### src/rtl/med_job_scheduler_if.sv
// ---------------------------------------------------------------------------
// med_job_scheduler_if
//   Avalon-MM bus between the processor (master) and the job scheduler
//   register file (slave). Word addressed, 64-bit data, zero wait states.
//
//   avm_main_address    6   word address
//   avm_main_read       1   read strobe
//   avm_main_write      1   write strobe
//   avm_main_writedata  64  write data
//   avm_main_byteenable 8   byte enables (the scheduler treats all writes as full words)
//   avm_main_readdata   64  read data, combinational from address
// ---------------------------------------------------------------------------
interface med_job_scheduler_if;
    logic [5:0]  avm_main_address;
    logic        avm_main_read;
    logic        avm_main_write;
    logic [63:0] avm_main_writedata;
    logic [7:0]  avm_main_byteenable;
    logic [63:0] avm_main_readdata;

    modport master (
        output avm_main_address,
        output avm_main_read,
        output avm_main_write,
        output avm_main_writedata,
        output avm_main_byteenable,
        input  avm_main_readdata
    );

    modport slave (
        input  avm_main_address,
        input  avm_main_read,
        input  avm_main_write,
        input  avm_main_writedata,
        input  avm_main_byteenable,
        output avm_main_readdata
    );
endinterface

### src/rtl/med_job_scheduler.sv
// ---------------------------------------------------------------------------
// med_job_scheduler
//   Sequences one med_solver run at a time for the processor: holds the
//   sequence lengths and 2-bit-per-base sequences in a register file, pulses
//   the solver reset, waits for solver_finished, latches the alignment result
//   into stable readback registers and raises a level interrupt.
//
//   Optional feature: define MED_SCHED_WATCHDOG_EN to end a run in DONE with
//   the timeout flag once the RUN cycle counter reaches TIMEOUT_CYCLES.
//   Without it a run waits for solver_finished indefinitely.
//
//   Ports
//     clk              system clock
//     rst              asynchronous active-low reset
//     avm              Avalon-MM slave (med_job_scheduler_if.slave)
//     irq              level interrupt: done and irq_en
//     solver_rst       active-high solver reset, low only in RUN
//     solver_len1/2    registered sequence lengths
//     solver_seq1/2    packed bases, base i at [2i+:2]
//     solver_finished  solver completion
//     solver_aligned   packed direction trace
//     solver_max_row/col  best-score cell
//
//   Address map (64-bit words): 0 CTRL(w)/STATUS(r), 1 LEN, 2-3 seq1,
//   4-5 seq2, 8-10 result trace, 11 max_row/max_col. Others read 0.
// ---------------------------------------------------------------------------
module med_job_scheduler #(
    parameter int MAX_LEN1       = 46,
    parameter int MAX_LEN2       = 46,
    parameter int RST_CYCLES     = 4,
    parameter int TIMEOUT_CYCLES = 65535
) (
    input  logic                             clk,
    input  logic                             rst,
    med_job_scheduler_if.slave               avm,
    output logic                             irq,
    output logic                             solver_rst,
    output logic [7:0]                       solver_len1,
    output logic [7:0]                       solver_len2,
    output logic [2*MAX_LEN1-1:0]            solver_seq1,
    output logic [2*MAX_LEN2-1:0]            solver_seq2,
    input  logic                             solver_finished,
    input  logic [2*(MAX_LEN1+MAX_LEN2)-1:0] solver_aligned,
    input  logic [7:0]                       solver_max_row,
    input  logic [7:0]                       solver_max_col
);
    localparam int          TRACE_W     = 2 * (MAX_LEN1 + MAX_LEN2);
    localparam int          TRACE_WORDS = 3;
    localparam logic [7:0]  LEN1_MAX    = 8'(MAX_LEN1);
    localparam logic [7:0]  LEN2_MAX    = 8'(MAX_LEN2);
    localparam logic [15:0] RST_LOAD    = 16'(RST_CYCLES - 1);
    localparam logic [15:0] TIMEOUT_VAL = 16'(TIMEOUT_CYCLES);

    typedef enum logic [1:0] {IDLE, PRERST, RUN, DONE} state_t;

    state_t             state_reg;
    logic               solver_rst_reg;
    logic               irq_en_reg;
    logic               done_reg;
    logic               timeout_reg;
    logic               len_err_reg;
    logic [15:0]        rst_cnt_reg;
    logic [15:0]        cycle_cnt_reg;
    logic [7:0]         job_cnt_reg;
    logic [7:0]         len1_reg;
    logic [7:0]         len2_reg;
    logic [127:0]       seq1_reg;
    logic [127:0]       seq2_reg;
    logic [TRACE_W-1:0] res_trace_reg;
    logic [7:0]         res_row_reg;
    logic [7:0]         res_col_reg;

    logic [5:0]  addr;
    logic [63:0] wdata;
    logic        ctrl_wr;
    logic        start_cmd;
    logic        abort_cmd;
    logic        ack_cmd;
    logic        cfg_wr;
    logic        busy;
    logic        len_ok;
    logic        wd_enabled;
    logic        wd_hit;
    logic [15:0] cycle_cnt_inc;
    logic        unused_bus;

    assign addr  = avm.avm_main_address;
    assign wdata = avm.avm_main_writedata;
    // Reads have no side effects and every write is a full word.
    assign unused_bus = ^{avm.avm_main_read, avm.avm_main_byteenable};

    assign busy      = (state_reg == PRERST) || (state_reg == RUN);
    assign ctrl_wr   = avm.avm_main_write && (addr == 6'd0);
    // Abort wins over a start in the same write.
    assign start_cmd = ctrl_wr && wdata[0] && !wdata[1];
    assign abort_cmd = ctrl_wr && wdata[1];
    assign ack_cmd   = ctrl_wr && wdata[2];
    // Job configuration is frozen while the solver is being driven.
    assign cfg_wr    = avm.avm_main_write && !busy;
    assign len_ok    = (len1_reg != 8'd0) && (len1_reg <= LEN1_MAX) &&
                       (len2_reg != 8'd0) && (len2_reg <= LEN2_MAX);

    assign cycle_cnt_inc = (cycle_cnt_reg == 16'hFFFF) ? cycle_cnt_reg : cycle_cnt_reg + 16'd1;

`ifdef MED_SCHED_WATCHDOG_EN
    assign wd_enabled = 1'b1;
`else
    assign wd_enabled = 1'b0;
`endif
    // Fires on the RUN edge where the counter would reach the limit.
    assign wd_hit = wd_enabled && (cycle_cnt_inc == TIMEOUT_VAL);

    always_ff @(posedge clk or negedge rst) begin
        if (!rst) begin
            state_reg      <= IDLE;
            solver_rst_reg <= 1'b1;
            irq_en_reg     <= 1'b0;
            done_reg       <= 1'b0;
            timeout_reg    <= 1'b0;
            len_err_reg    <= 1'b0;
            rst_cnt_reg    <= '0;
            cycle_cnt_reg  <= '0;
            job_cnt_reg    <= '0;
            len1_reg       <= '0;
            len2_reg       <= '0;
            seq1_reg       <= '0;
            seq2_reg       <= '0;
            res_trace_reg  <= '0;
            res_row_reg    <= '0;
            res_col_reg    <= '0;
        end else begin
            if (ctrl_wr) begin
                irq_en_reg <= wdata[3];
            end
            if (cfg_wr) begin
                case (addr)
                    6'd1: begin
                        len1_reg <= wdata[7:0];
                        len2_reg <= wdata[15:8];
                    end
                    6'd2:    seq1_reg[63:0]   <= wdata;
                    6'd3:    seq1_reg[127:64] <= wdata;
                    6'd4:    seq2_reg[63:0]   <= wdata;
                    6'd5:    seq2_reg[127:64] <= wdata;
                    default: ;
                endcase
            end

            case (state_reg)
                // A start in DONE acts as an ack followed by the start.
                IDLE, DONE: begin
                    if (start_cmd) begin
                        done_reg <= 1'b0;
                        if (len_ok) begin
                            state_reg     <= PRERST;
                            rst_cnt_reg   <= RST_LOAD;
                            cycle_cnt_reg <= '0;
                            timeout_reg   <= 1'b0;
                            len_err_reg   <= 1'b0;
                        end else begin
                            len_err_reg <= 1'b1;
                            state_reg   <= IDLE;
                        end
                    end else if (ack_cmd) begin
                        done_reg  <= 1'b0;
                        state_reg <= IDLE;
                    end
                end
                PRERST: begin
                    if (abort_cmd) begin
                        state_reg <= IDLE;
                    end else if (rst_cnt_reg == '0) begin
                        state_reg      <= RUN;
                        solver_rst_reg <= 1'b0;
                    end else begin
                        rst_cnt_reg <= rst_cnt_reg - 16'd1;
                    end
                end
                RUN: begin
                    if (abort_cmd) begin
                        state_reg      <= IDLE;
                        solver_rst_reg <= 1'b1;
                    end else begin
                        cycle_cnt_reg <= cycle_cnt_inc;
                        // A finish on the watchdog edge still counts as success.
                        if (solver_finished) begin
                            res_trace_reg  <= solver_aligned;
                            res_row_reg    <= solver_max_row;
                            res_col_reg    <= solver_max_col;
                            job_cnt_reg    <= job_cnt_reg + 8'd1;
                            done_reg       <= 1'b1;
                            state_reg      <= DONE;
                            solver_rst_reg <= 1'b1;
                        end else if (wd_hit) begin
                            timeout_reg    <= 1'b1;
                            done_reg       <= 1'b1;
                            state_reg      <= DONE;
                            solver_rst_reg <= 1'b1;
                        end
                    end
                end
                default: state_reg <= IDLE;
            endcase
        end
    end

    assign irq         = done_reg & irq_en_reg;
    assign solver_rst  = solver_rst_reg;
    assign solver_len1 = len1_reg;
    assign solver_len2 = len2_reg;
    assign solver_seq1 = seq1_reg[2*MAX_LEN1-1:0];
    assign solver_seq2 = seq2_reg[2*MAX_LEN2-1:0];

    // The trace is zero-extended to a whole number of 64-bit words.
    logic [64*TRACE_WORDS-1:0] trace_pad;
    logic [63:0]               trace_word [TRACE_WORDS];

    always_comb begin
        trace_pad                = '0;
        trace_pad[TRACE_W-1:0]   = res_trace_reg;
    end

    generate
        for (genvar gi = 0; gi < TRACE_WORDS; gi++) begin : g_trace_word
            assign trace_word[gi] = trace_pad[64*gi +: 64];
        end
    endgenerate

    always_comb begin
        avm.avm_main_readdata = '0;
        case (addr)
            6'd0:  avm.avm_main_readdata = {32'd0, job_cnt_reg, cycle_cnt_reg, 3'd0, irq_en_reg,
                                            len_err_reg, timeout_reg, done_reg, busy};
            6'd1:  avm.avm_main_readdata = {48'd0, len2_reg, len1_reg};
            6'd2:  avm.avm_main_readdata = seq1_reg[63:0];
            6'd3:  avm.avm_main_readdata = seq1_reg[127:64];
            6'd4:  avm.avm_main_readdata = seq2_reg[63:0];
            6'd5:  avm.avm_main_readdata = seq2_reg[127:64];
            6'd8:  avm.avm_main_readdata = trace_word[0];
            6'd9:  avm.avm_main_readdata = trace_word[1];
            6'd10: avm.avm_main_readdata = trace_word[2];
            6'd11: avm.avm_main_readdata = {48'd0, res_col_reg, res_row_reg};
            default: ;
        endcase
    end
endmodule
### src/flat_wrapper.sv
// flat-port wrapper written by rule: the top's interface ports become plain ports
module med_job_scheduler_flat 
#(
    parameter int MAX_LEN1       = 46,
    parameter int MAX_LEN2       = 46,
    parameter int RST_CYCLES     = 4,
    parameter int TIMEOUT_CYCLES = 65535
)
  (clk, rst, irq, solver_rst, solver_len1, solver_len2, solver_seq1, solver_seq2, solver_finished, solver_aligned, solver_max_row, solver_max_col, avm_avm_main_address, avm_avm_main_read, avm_avm_main_write, avm_avm_main_writedata, avm_avm_main_byteenable, avm_avm_main_readdata);
  med_job_scheduler_if avm_i ();
  input  logic clk;
  input  logic rst;
  output logic irq;
  output logic solver_rst;
  output logic [7:0] solver_len1;
  output logic [7:0] solver_len2;
  output logic [2*MAX_LEN1-1:0] solver_seq1;
  output logic [2*MAX_LEN2-1:0] solver_seq2;
  input  logic solver_finished;
  input  logic [2*(MAX_LEN1+MAX_LEN2)-1:0] solver_aligned;
  input  logic [7:0] solver_max_row;
  input  logic [7:0] solver_max_col;
  input wire logic [$bits(avm_i.avm_main_address)-1:0] avm_avm_main_address;
  input wire logic [$bits(avm_i.avm_main_read)-1:0] avm_avm_main_read;
  input wire logic [$bits(avm_i.avm_main_write)-1:0] avm_avm_main_write;
  input wire logic [$bits(avm_i.avm_main_writedata)-1:0] avm_avm_main_writedata;
  input wire logic [$bits(avm_i.avm_main_byteenable)-1:0] avm_avm_main_byteenable;
  output wire logic [$bits(avm_i.avm_main_readdata)-1:0] avm_avm_main_readdata;
  assign avm_i.avm_main_address = avm_avm_main_address;
  assign avm_i.avm_main_read = avm_avm_main_read;
  assign avm_i.avm_main_write = avm_avm_main_write;
  assign avm_i.avm_main_writedata = avm_avm_main_writedata;
  assign avm_i.avm_main_byteenable = avm_avm_main_byteenable;
  assign avm_avm_main_readdata = avm_i.avm_main_readdata;
  med_job_scheduler #(.MAX_LEN1(MAX_LEN1), .MAX_LEN2(MAX_LEN2), .RST_CYCLES(RST_CYCLES), .TIMEOUT_CYCLES(TIMEOUT_CYCLES)) u_core (.clk(clk), .rst(rst), .avm(avm_i), .irq(irq), .solver_rst(solver_rst), .solver_len1(solver_len1), .solver_len2(solver_len2), .solver_seq1(solver_seq1), .solver_seq2(solver_seq2), .solver_finished(solver_finished), .solver_aligned(solver_aligned), .solver_max_row(solver_max_row), .solver_max_col(solver_max_col));
endmodule
### config.mk
export PLATFORM = sky130hd
export DESIGN_NAME = med_job_scheduler_flat
export DESIGN_NICKNAME = d
export VERILOG_FILES = /design/src/rtl/med_job_scheduler_if.sv /design/src/rtl/med_job_scheduler.sv /design/src/flat_wrapper.sv
export SDC_FILE = /design/constraint.sdc
export NUM_CORES = 1
export LEC_CHECK = 0
export BUFFER_PORTS_ARGS = -buffer_cell sky130_fd_sc_hd__buf_2
export CAP_MARGIN = 20
export CORE_ASPECT_RATIO = 0.5
export CORE_UTILIZATION = 45
export CTS_CLUSTER_DIAMETER = 80
export DETAILED_ROUTE_END_ITERATION = 7
export PLACE_DENSITY = 0.71
export SLEW_MARGIN = 20
export SYNTH_ARGS = -nofsm -noshare
export SYNTH_HDL_FRONTEND = slang
export SYNTH_SLANG_ARGS = --single-unit
### constraint.sdc
create_clock -name clk -period 2.4 [get_ports clk]
set_input_delay 0.12 -clock clk [delete_from_list [all_inputs] [get_ports clk]]
set_output_delay 0.12 -clock clk [all_outputs]
set_load 0.01 [all_outputs]
# Word level (Yosys, flattened, before mapping)
# Cells that the tools add are included.
# totals
ff_bits	518
elab_cells	110
# op_classes
n_reduce_logical	33
n_eq_ne	24
n_mux	29
add_sub_neg	3
n_bitwise	2
order_cmp	2
# ops
cell	count
one-hot mux 64 bit (10 select lines)	1
2-to-1 mux 16 bit	8
one-hot mux 16 bit (2 select lines)	2
== test 6 x 4 -> 1 bit, second input constant	4
adder 16 x 1 -> 16 bit, second input constant	1
== test 16 bit, second input constant	1
less-or-equal comparator 8 x 6 -> 1 bit, second input constant	2
zero test 16 bit	1
nonzero test 8 bit	2
subtractor 16 x 1 -> 16 bit, second input constant	1
== test 6 x 2 -> 1 bit, second input constant	2
== test 6 x 3 -> 1 bit, second input constant	2
2-to-1 mux 2 bit	6
inequality test 2 bit, second input constant	6
AND reduction 2 bit	6
AND reduction 5 bit	2
logical AND 1 bit	9
2-to-1 mux 1 bit	9
adder 8 x 1 -> 8 bit, second input constant	1
AND reduction 4 bit	2
== test 6 x 1 -> 1 bit, second input constant	1
zero test 6 bit	1
inequality test 3 x 2 -> 1 bit, second input constant	2
one-hot mux 2 bit (3 select lines)	1
13 further kinds	20

# Logic depth before layout (Yosys ltp)
# Gate-level depths: netlist of the first run.
# depth
depth_word	7
depth_mapped	11
mapped_depth_nobuf	8

# Worst setup path after synthesis of the first run
# Ideal clock, no wire load.
# synth_timing
path_type	register to register
start	reg u_core.rst_cnt_reg[0]
end	reg u_core.rst_cnt_reg[10]
path_buffers	0
setup_time_ns	0.087
t_arrival_ns	2.341
slack_ns	-0.028
path_stages_with_launch	9
path_cell_list	dfrtp_1 -> inv_1 -> ha_1 -> or3b_1 -> or3_1 -> or3_4 -> nor3_2 -> or4b_1 -> o211ai_1
# synth_via
elab_chain_len	4
elab_cells_between_ends	7
# synth_lines
item	line	rtl
start: declaration	med_job_scheduler.sv:62	logic [15:0] rst_cnt_reg;
start signal: assignment	med_job_scheduler.sv:176	rst_cnt_reg <= rst_cnt_reg - 16'd1;
subtractor 16 x 1 -> 16 bit	med_job_scheduler.sv:176	
2-to-1 mux 16 bit	med_job_scheduler.sv:172	end else if (rst_cnt_reg == '0) begin
2-to-1 mux 16 bit	med_job_scheduler.sv:170	if (abort_cmd) begin
one-hot mux 16 bit (2 select lines)	med_job_scheduler.sv:149	case (state_reg)
# Parallel ways exist; a longest one is shown, timed or not. The select of a mux whose other input is x is not followed.
# A chain may end at the register's enable or synchronous reset.

# Worst setup path in the final report of the first run
# Ends and elaborated chain as after synthesis.

==> results of run 1 <==
[path summary, 6_finish.rpt]
path / from / end / slack [ns]
worst min register to register: u_core.solver_rst$_DFFE_PN1P_ / u_core.solver_rst$_DFFE_PN1P_ / 0.47
min in group clk: avm_avm_main_write / u_core.irq_en_reg$_DFFE_PN0N_ / 0.06
worst max register to register: u_core.rst_cnt_reg[0]$_DFFE_PN0P_ / u_core.rst_cnt_reg[10]$_DFFE_PN0P_ / -0.04
worst min-delay path: rst / u_core.seq1_reg[69]$_DFFE_PN0P_ / 0.05
worst max-delay path: u_core.rst_cnt_reg[0]$_DFFE_PN0P_ / u_core.rst_cnt_reg[10]$_DFFE_PN0P_ / -0.04
max in group asynchronous: rst / u_core.seq2_reg[47]$_DFFE_PN0P_ / 1.48
[final cells by class]
cell class	instances	area, um^2	share of cell area
Sequential cell	518	12960	0.4021
Multi-Input combinational cell	1525	10030	0.3111
Timing Repair Buffer	916	6556	0.2033
Clock buffer	67	1405	0.04358
Tap cell	713	892.1	0.02767
Clock inverter	22	312.8	0.009702
Antenna cell	19	47.55	0.001475
Inverter	9	33.78	0.001048
[layer usage]
metal / up-vias / GRT usage
met4: 6 / 0.1958
li1: 9401 / -
met2: 1231 / 0.4844
met1: 10824 / 0.3767
met3: 480 / 0.05999
met5: - / 0
[stage by stage]
stage	total power [W]	util	cell area, um^2
finish	0.02955	0.5973	32240
global route	0.03098	0.5972	32230
CTS	0.02917	0.5933	32020
detailed placement	0.02033	0.5113	27600
global placement	0.01999	0.5113	27600
floorplan	0.01780	-	24710
[kinds of logic after synthesis]
group                      Yosys count
muxes                              340
DFF                                518
xor gates and xnor gates             7
and+or+nand+nor                    876
buffers and inverters              338
AOI/OAI and AO/OA                  295
adders and majority gates            7
[report_power, final]
group / total (W) / switching (W) / internal (W)
Sequential: 0.0131 / 0.00174 / 0.0113
Clock: 0.00845 / 0.00358 / 0.00487
Combinational: 0.00804 / 0.00448 / 0.00356
[placed cells by master (no fill, tap or decap), drive strengths merged, types with 16 or more instances in the layout]
cell / n
nand2: 735
clkbuf: 67
buf: 650
nor3: 16
a221oi: 16
nor2: 21
a222oi: 60
diode: 19
mux2i: 47
o21ai: 75
mux2: 289
dfrtp: 517
dlygate4sd3: 266
nand3: 39
a22oi: 72
[critical path: stages (launching register included)]
cell and delay (ns):
dfrtp_1 0.39, inv_2 0.09, ha_4 0.13, or3b_4 0.37, or3_4 0.33, or3_4 0.36
nor3_4 0.12, or4b_4 0.46, o211ai_1 0.10
[repair_timing]
item / in CTS / in global routing
gates resized for setup: 7 / 32
setup buffers: 0 / 7
hold buffers: 266 / 0
hold endpoints to repair: 992 / 0
setup endpoints to repair: 6 / 34
pin swaps: 2 / 8
==> results by stage, run 1 <==
Run status:
- The run finished, with violations left.
- The checks that failed: design-rule violations, negative setup slack.

Clocking:
- The clock edge transition at the registers on the reported setup and hold paths is around 0.060 ns.
- TritonCTS built the clock tree.
- The maximum buffer depth of the clock tree is 3.
- The H-tree depth is 2.
- The clock latency on the worst-skew pair is 0.59 ns.
- The clock root buffer is clkbuf_16.
- The sink count of the clock tree is ~520.
- TritonCTS created 49 clock buffers.

Logic synthesis:
- The count of synthesis-stage warnings from yosys is 0.
- The XOR/XNOR share of the synthesized area is 0.002481.
- The net count of the mapped netlist is ~2700.
- The cell with the most instances after synthesis is nand2_1.
- The compound-gate portion of the synthesized area was 0.08882.
- Of all flip-flops after synthesis, the portion carrying an async set or reset was 1.000.
- The proportion of synthesized chip area in sequential cells is 0.5247.
- A synthesized cell averages about 10 um^2.
- After synthesis the netlist holds a flip-flop and latch count of about 520.
- By area the synthesized netlist is led by dfrtp_1, mux2_2, nand2_1, buf_4, a222oi_1.
- The post-synthesis instance area is 24710 um^2.
- Among all flip-flop cells after synthesis, the most frequent one is dfrtp_1.
- In the synthesized netlist, the cells that appear most often are nand2_1, dfrtp_1, mux2_2, buf_4, clkbuf_1.
- The number of flops mapped to enable cells by yosys is 0.
- dfrtp_1 takes more of the synthesized area than any other cell.
- The portion of synthesized area spent on multiplexers is 0.1544.
- Of the total synthesized cell area, the portion taken by AND, OR, NAND and NOR gates is 0.1458.
- The top-area cell type share of the netlist area is 0.5236.
- The number of unique standard cell types used by synthesis is 62.
- By area, the combinational part of the netlist is dominated by multiplexers.
- Synthesis produced approximately 2400 cells.
- The adder and majority cell fraction of the synthesized area is 0.003545.

Placement:
- The detailed placement HPWL is 54.45 mm.
- The pre-CTS setup slack is -0.03110 ns.
- Including well taps, the total number of placed cells is around 3400.
- During placement, the flow inserted port buffers numbering 539.
- The placer's final routability congestion estimate is 0.9422.

Route:
- The highest layer touched by signal routing is met5.
- The via count of the routed design is between 20000 and 25000.
- The total DRC errors in the routed layout is 24.
- In the final routed layout, each cell accounts on average for roughly 23 um.
- The DRC violation total after the first TritonRoute iteration is between 2000 and 3000.
- The remaining number of nets flagged by the antenna check after routing is 0.
- Summed over all nets, wire length on met3 after detailed routing comes to 6.589 mm.
- The via density per instance is 5.791.
- The detailed-route wire length is 85.90 mm.
- The met2 wire length is a little over 40 mm.
- The detailed router put a total of 31.96 mm of wire on met1.
- The number of optimization iterations in the first detailed-route pass is 8.

Timing:
- The final setup violation count is 1.
- On the final layout, the worst hold slack is roughly 0.045 ns.
- At the pin with the least slew margin, the transition time is 0.6533 ns.
- The normalized max-slew margin is 0.5632.
- Counting I/O delays and the setup requirement, the final critical path takes 2.437 ns.
- The final-report max-slew violation count is 0.
- The setup TNS is -0.03735 ns.
- The final count of hold timing violations is 0.
- Dividing the final minimum period by the clock period gives 1.016.
- Setup slack on the critical path of the routed design comes to -0.03735 ns.
- Setup repair after global routing could not meet its margin everywhere.
- Timing would allow up to 0.4103 GHz.
- Between clock sinks in the finished design, the worst skew comes to 0.01541 ns.

Final layout:
- The signed area change from the synthesized netlist to the final layout is 30.49%.
- At the end of the flow, the number of nets in the layout was 3309.
- The number of cells in the finished layout apart from fillers is 3789.
- The fraction of layout instances using a drive strength above 1 is 0.3523.
- The number of flip-flops under the largest register name is 184.
- The filler cells instantiated in the layout total about 4200.

Floorplan:
- For this design the top-level I/O count stands at between 500 and 600.
- The core region is 53980 um^2.
- The die covers ~56000 um^2.
- The effective utilization at floorplan is 0.4578.
- The total number of placement rows is 60.
- In this run the horizontal extent of the chip is 333.4 um.
- The die height is 167.7 um.

GRT:
- The pin count of the biggest net entering global routing is 92.
- The number of antenna violations at the first check in global routing is 18.
- The first global-routing pass estimated 129.9 mm of wire.
- The total grt overflow is 0.
- The number of global-route vias before repair is between 20000 and 25000.
- Across every metal layer, demand over resource in global routing totals 0.3025.

Power and ir drop:
- Dividing total power by cell area gives a power density of a little over 900 nW/um^2.
- The peak supply drop is ~0.5 mV.
- The leakage power figure is 16.69 nW.

Hold path:
- The kind of path behind the tightest hold check is primary input to async pin.

Setup path:
- The critical path data required time is 2.89 ns.
- STA classifies the critical path startpoint as a flop.
- Along the worst path, the maximum fanout reaches 3.
- The depth of the most critical reg-to-reg path is 8.
- The setup path with the least slack is of type flop to flop.
- The worst setup path is captured at a flop.
- For the worst setup path, the data arrival time is approximately 3 ns.

Job:
- The max-capacitance violation count is 0.
Note: power is estimated with default switching activity, not from simulation.
==> inputs of run 2 (changes only) <==
- CELL_PAD_IN_SITES_DETAIL_PLACEMENT: unset -> 2
- CELL_PAD_IN_SITES_GLOBAL_PLACEMENT: unset -> 2
- CORE_UTILIZATION: 45 -> 31
- PLACE_DENSITY: 0.71 -> unset
- PLACE_DENSITY_LB_ADDON: unset -> 0.1
==> run 2 against run 1 <==
Against the previous run:
- the flow finishes with violations (negative setup slack)
- critical path depth unchanged
- global-route usage decreased by 5.4 points
- non-clock buffer count increased by 25
- cell count increased by 8.9%
- routed wire length increased by 18%
- largest power group unchanged
==> results by stage, run 2 (synthesis gave the netlist of run 1 again) <==
Setup path:
- The critical path launch point type is a flop (unchanged).
- The endpoint class of the critical path is a flop (unchanged).
- The standard cell with the maximum stage delay on the critical path is or4b_1 (was or4b_4).
- The critical path data required time is 2.93 ns (was 2.89 ns).
- Crit-path cells: inv_2 -> ha_4 -> or3b_4 -> or3_4 -> or3_4 -> nor3_4 -> or4b_1 -> o211ai_1 (was inv_2 -> ha_4 -> or3b_4 -> or3_4 -> or3_4 -> nor3_4 -> or4b_4 -> o211ai_1).
- The maximum fanout along the worst path is 3 (unchanged).
- The worst endpoint data arrival time came to 2.96 ns (was 2.93 ns).
- The path type of the worst setup path is flop to flop (unchanged).
- The depth of the most critical reg-to-reg path is 8 (unchanged).
- The dominant cell type by count on the critical path is or3_4 (unchanged).
- The maximum single-stage delay on the critical path is 0.45 ns (was 0.46 ns).
- The worst reg-to-reg setup slack is -0.03 ns (was -0.04 ns).

Route:
- The total DRC errors in the routed layout is 0 (was 24).
- The DRC violation total after the first TritonRoute iteration is 1128 (was 2636).
- The remaining number of nets flagged by the antenna check after routing is 0 (unchanged).
- The via density per instance was 5.117 (was 5.791).
- The via count of the routed design came to 21113 (was 21942).
- The post-detailed-route wirelength per cell was 24.49 um (was 22.67 um).
- The detailed-route wire length is 101.1 mm (was 85.90 mm).
- The number of optimization iterations in the first detailed-route pass was 8 (unchanged).

Floorplan:
- The die height is 201.6 um (was 167.7 um).
- The I/O pin count was 549 (unchanged).
- The chip width came to 401.3 um (was 333.4 um).
- The total number of placement rows is 72 (was 60).
- The die outline area came to 80910 um^2 (was 55910 um^2).
- The effective utilization at floorplan is 0.3164 (was 0.4578).
- The core region area is 78100 um^2 (was 53980 um^2).

GRT:
- The global-route wire length before repair is 152.8 mm (was 129.9 mm).
- The total grt overflow is 0 (unchanged).
- The global-route total usage across every layer came to 0.2485 (was 0.3025).
- The number of antenna violations at the first check in global routing is 2 (was 18).
- The number of global-route vias before repair is 23746 (was 22097).
- The pin count of the biggest net entering global routing was 106 (was 92).

Clocking:
- The H-tree depth is 2 (unchanged).
- The number of buffers added by the clock tree synthesis step was 53 (was 49).
- The maximum buffer depth of the clock tree is 3 (unchanged).
- The clock root buffer is clkbuf_16 (unchanged).
- The sink count of the clock tree is 518 (unchanged).
- The clock edge transition at the registers on the reported setup and hold paths is 0.07 ns (was 0.06 ns).
- The TritonCTS clock tree is built (unchanged).
- The clock latency on the worst-skew pair came to 0.62 ns (was 0.59 ns).

Final layout:
- The final-layout fill cell count was 8266 (was 4202).
- The number of cells in the finished layout apart from fillers is 4126 (was 3789).
- The signed area change from the synthesized netlist to the final layout is 32.57% (was 30.49%).
- The final net count is 3338 (was 3309).
- Commonest non-fill, non-tap cells in the layout: nand2_1, buf_2, dfrtp_1 (unchanged).
- The number of flip-flops under the largest register name is 184 (unchanged).
- The fraction of layout instances using a drive strength above 1 is 0.3567 (was 0.3523).
- The core utilization of the finished layout was 0.4194 (was 0.5973).
- The commonest non-fill, non-tap cell in the layout is nand2_1 (unchanged).

Hold path:
- The kind of path behind the tightest hold check was primary input to flop (was primary input to async pin).
- The depth of the worst hold-timing path is 3.

Job:
- The max-capacitance violation count is 0 (unchanged).

Power and ir drop:
- The portion of total power attributed to sequential cells came to 0.442 (about the same).
- The net switching power came to 0.01012 W (was 0.009806 W).
- The fraction of power consumed by the clock network is 0.280 (was 0.286).
- The leakage power figure is 16.77 nW (was 16.69 nW).
- The part of the total power dissipated in combinational logic is 0.278 (was 0.272).
- The power density relative to cell area is 900.5 nW/um^2 (was 916.7 nW/um^2).
- The peak supply drop came to 0.5434 mV (was 0.5082 mV).
- The switching part of the total power came to 0.3431 (was 0.3318).
- The internal power contribution is 0.01938 W (was 0.01975 W).

Timing:
- The normalized max-slew margin is 0.4716 (was 0.5632).
- The ratio of final minimum period to clock period came to 1.012 (was 1.016).
- The final-report max-slew violation count is 0 (unchanged).
- The measured slew at the worst slew-check pin came to 0.7900 ns (was 0.6533 ns).
- The setup TNS came to -0.02949 ns (was -0.03735 ns).
- The final setup violation count is 1 (unchanged).
- The achievable frequency is 0.4116 GHz (was 0.4103 GHz).
- The post-route clock skew was 0.02635 ns (was 0.01541 ns).
- Setup repair after global routing missed its margin: true (unchanged).
- The worst-case setup margin in the final layout is -0.02949 ns (was -0.03735 ns).
- The final count of hold timing violations came to 0 (unchanged).
- The shortest period the worst path allows is 2.429 ns (was 2.437 ns).

Placement:
- The detailed placement HPWL was 69.03 mm (was 54.45 mm).
- The cell total after placement is 3750 (was 3409).
- The quantity of I/O buffers inserted on ports is 539 (unchanged).
- The placer's final routability congestion estimate is 0.7954 (was 0.9422).

Run status:
- Outcome: finished, violations left (unchanged).
- Failing checks: negative setup slack (was design-rule violations, negative setup slack).
## run 2: power by group through the flow
stage	registers (W)	logic (W)	clock network [W]
final	0.0130	0.00819	0.00826
after detailed placement	0.0131	0.00778	0
after global routing	0.0133	0.00908	0.00885
after global placement	0.0130	0.00754	0
after CTS	0.0130	0.00824	0.00852
after floorplan	0.0126	0.00520	0
## run 2: repair_timing
| action | CTS | global route |
|---|---|---|
| hold buffers | 268 | 0 |
| buffers inserted | 6 | 5 |
| endpoints found under the hold margin | 885 | 0 |
| gates resized for setup | 15 | 26 |
| pin swaps | 2 | 5 |
| setup endpoints to repair | 15 | 34 |
## run 2: critical path: cells and delay by family (launching register included)
family,cells,cell delay (ns)
compound gates,1,0.09
fa+ha+maj,1,0.13
buf+inv,1,0.09
flops,1,0.39
simple gates,5,1.66
## run 2: per-stage QoR
stage	hold WS, ns	setup WS (ns)	total power (W)	instance area, um^2
after global placement	0.04973	-0.04297	0.02054	28160
after global routing	0.05931	-0.09720	0.03127	32760
final	0.06887	-0.02949	0.02949	32760
after floorplan	-0.1756	0.01763	0.01780	24710
after CTS	0.01300	-0.06362	0.02976	32620
after detailed placement	0.04937	-0.08715	0.02092	28160
## run 2: routing by layer
metal,up-vias,GRT usage,wire (um)
met5,-,0,0
met4,0,0.07499,2870
met3,144,0.03219,3395
met2,422,0.4565,53160
met1,11087,0.3017,41640
li1,9460,-,-
## run 2: worst paths after layout
| kind | startpoint | end |
|---|---|---|
| worst min-delay path | avm_avm_main_write | u_core.irq_en_reg$_DFFE_PN0N_ |
| min in group asynchronous | rst | u_core.seq2_reg[93]$_DFFE_PN0P_ |
| worst max register to register | u_core.rst_cnt_reg[0]$_DFFE_PN0P_ | u_core.rst_cnt_reg[10]$_DFFE_PN0P_ |
| worst min register to register | u_core.res_trace_reg[131]$_DFFE_PN0P_ | u_core.res_trace_reg[131]$_DFFE_PN0P_ |
| max in group asynchronous | rst | u_core.solver_len2[4]$_DFFE_PN0P_ |
| worst max-delay path | u_core.rst_cnt_reg[0]$_DFFE_PN0P_ | u_core.rst_cnt_reg[10]$_DFFE_PN0P_ |
## run 2: layout make-up
type / count / area, um^2 / share of cell area
Sequential cell: 518 / 12960 / 0.3958
Inverter: 9 / 33.78 / 0.001031
Multi-Input combinational cell: 1525 / 10030 / 0.3062
Clock inverter: 18 / 107.6 / 0.003285
Clock buffer: 78 / 1553 / 0.04740
Tap cell: 1036 / 1296 / 0.03957
Timing Repair Buffer: 941 / 6768 / 0.2066
Antenna cell: 1 / 2.502 / 0.00007640
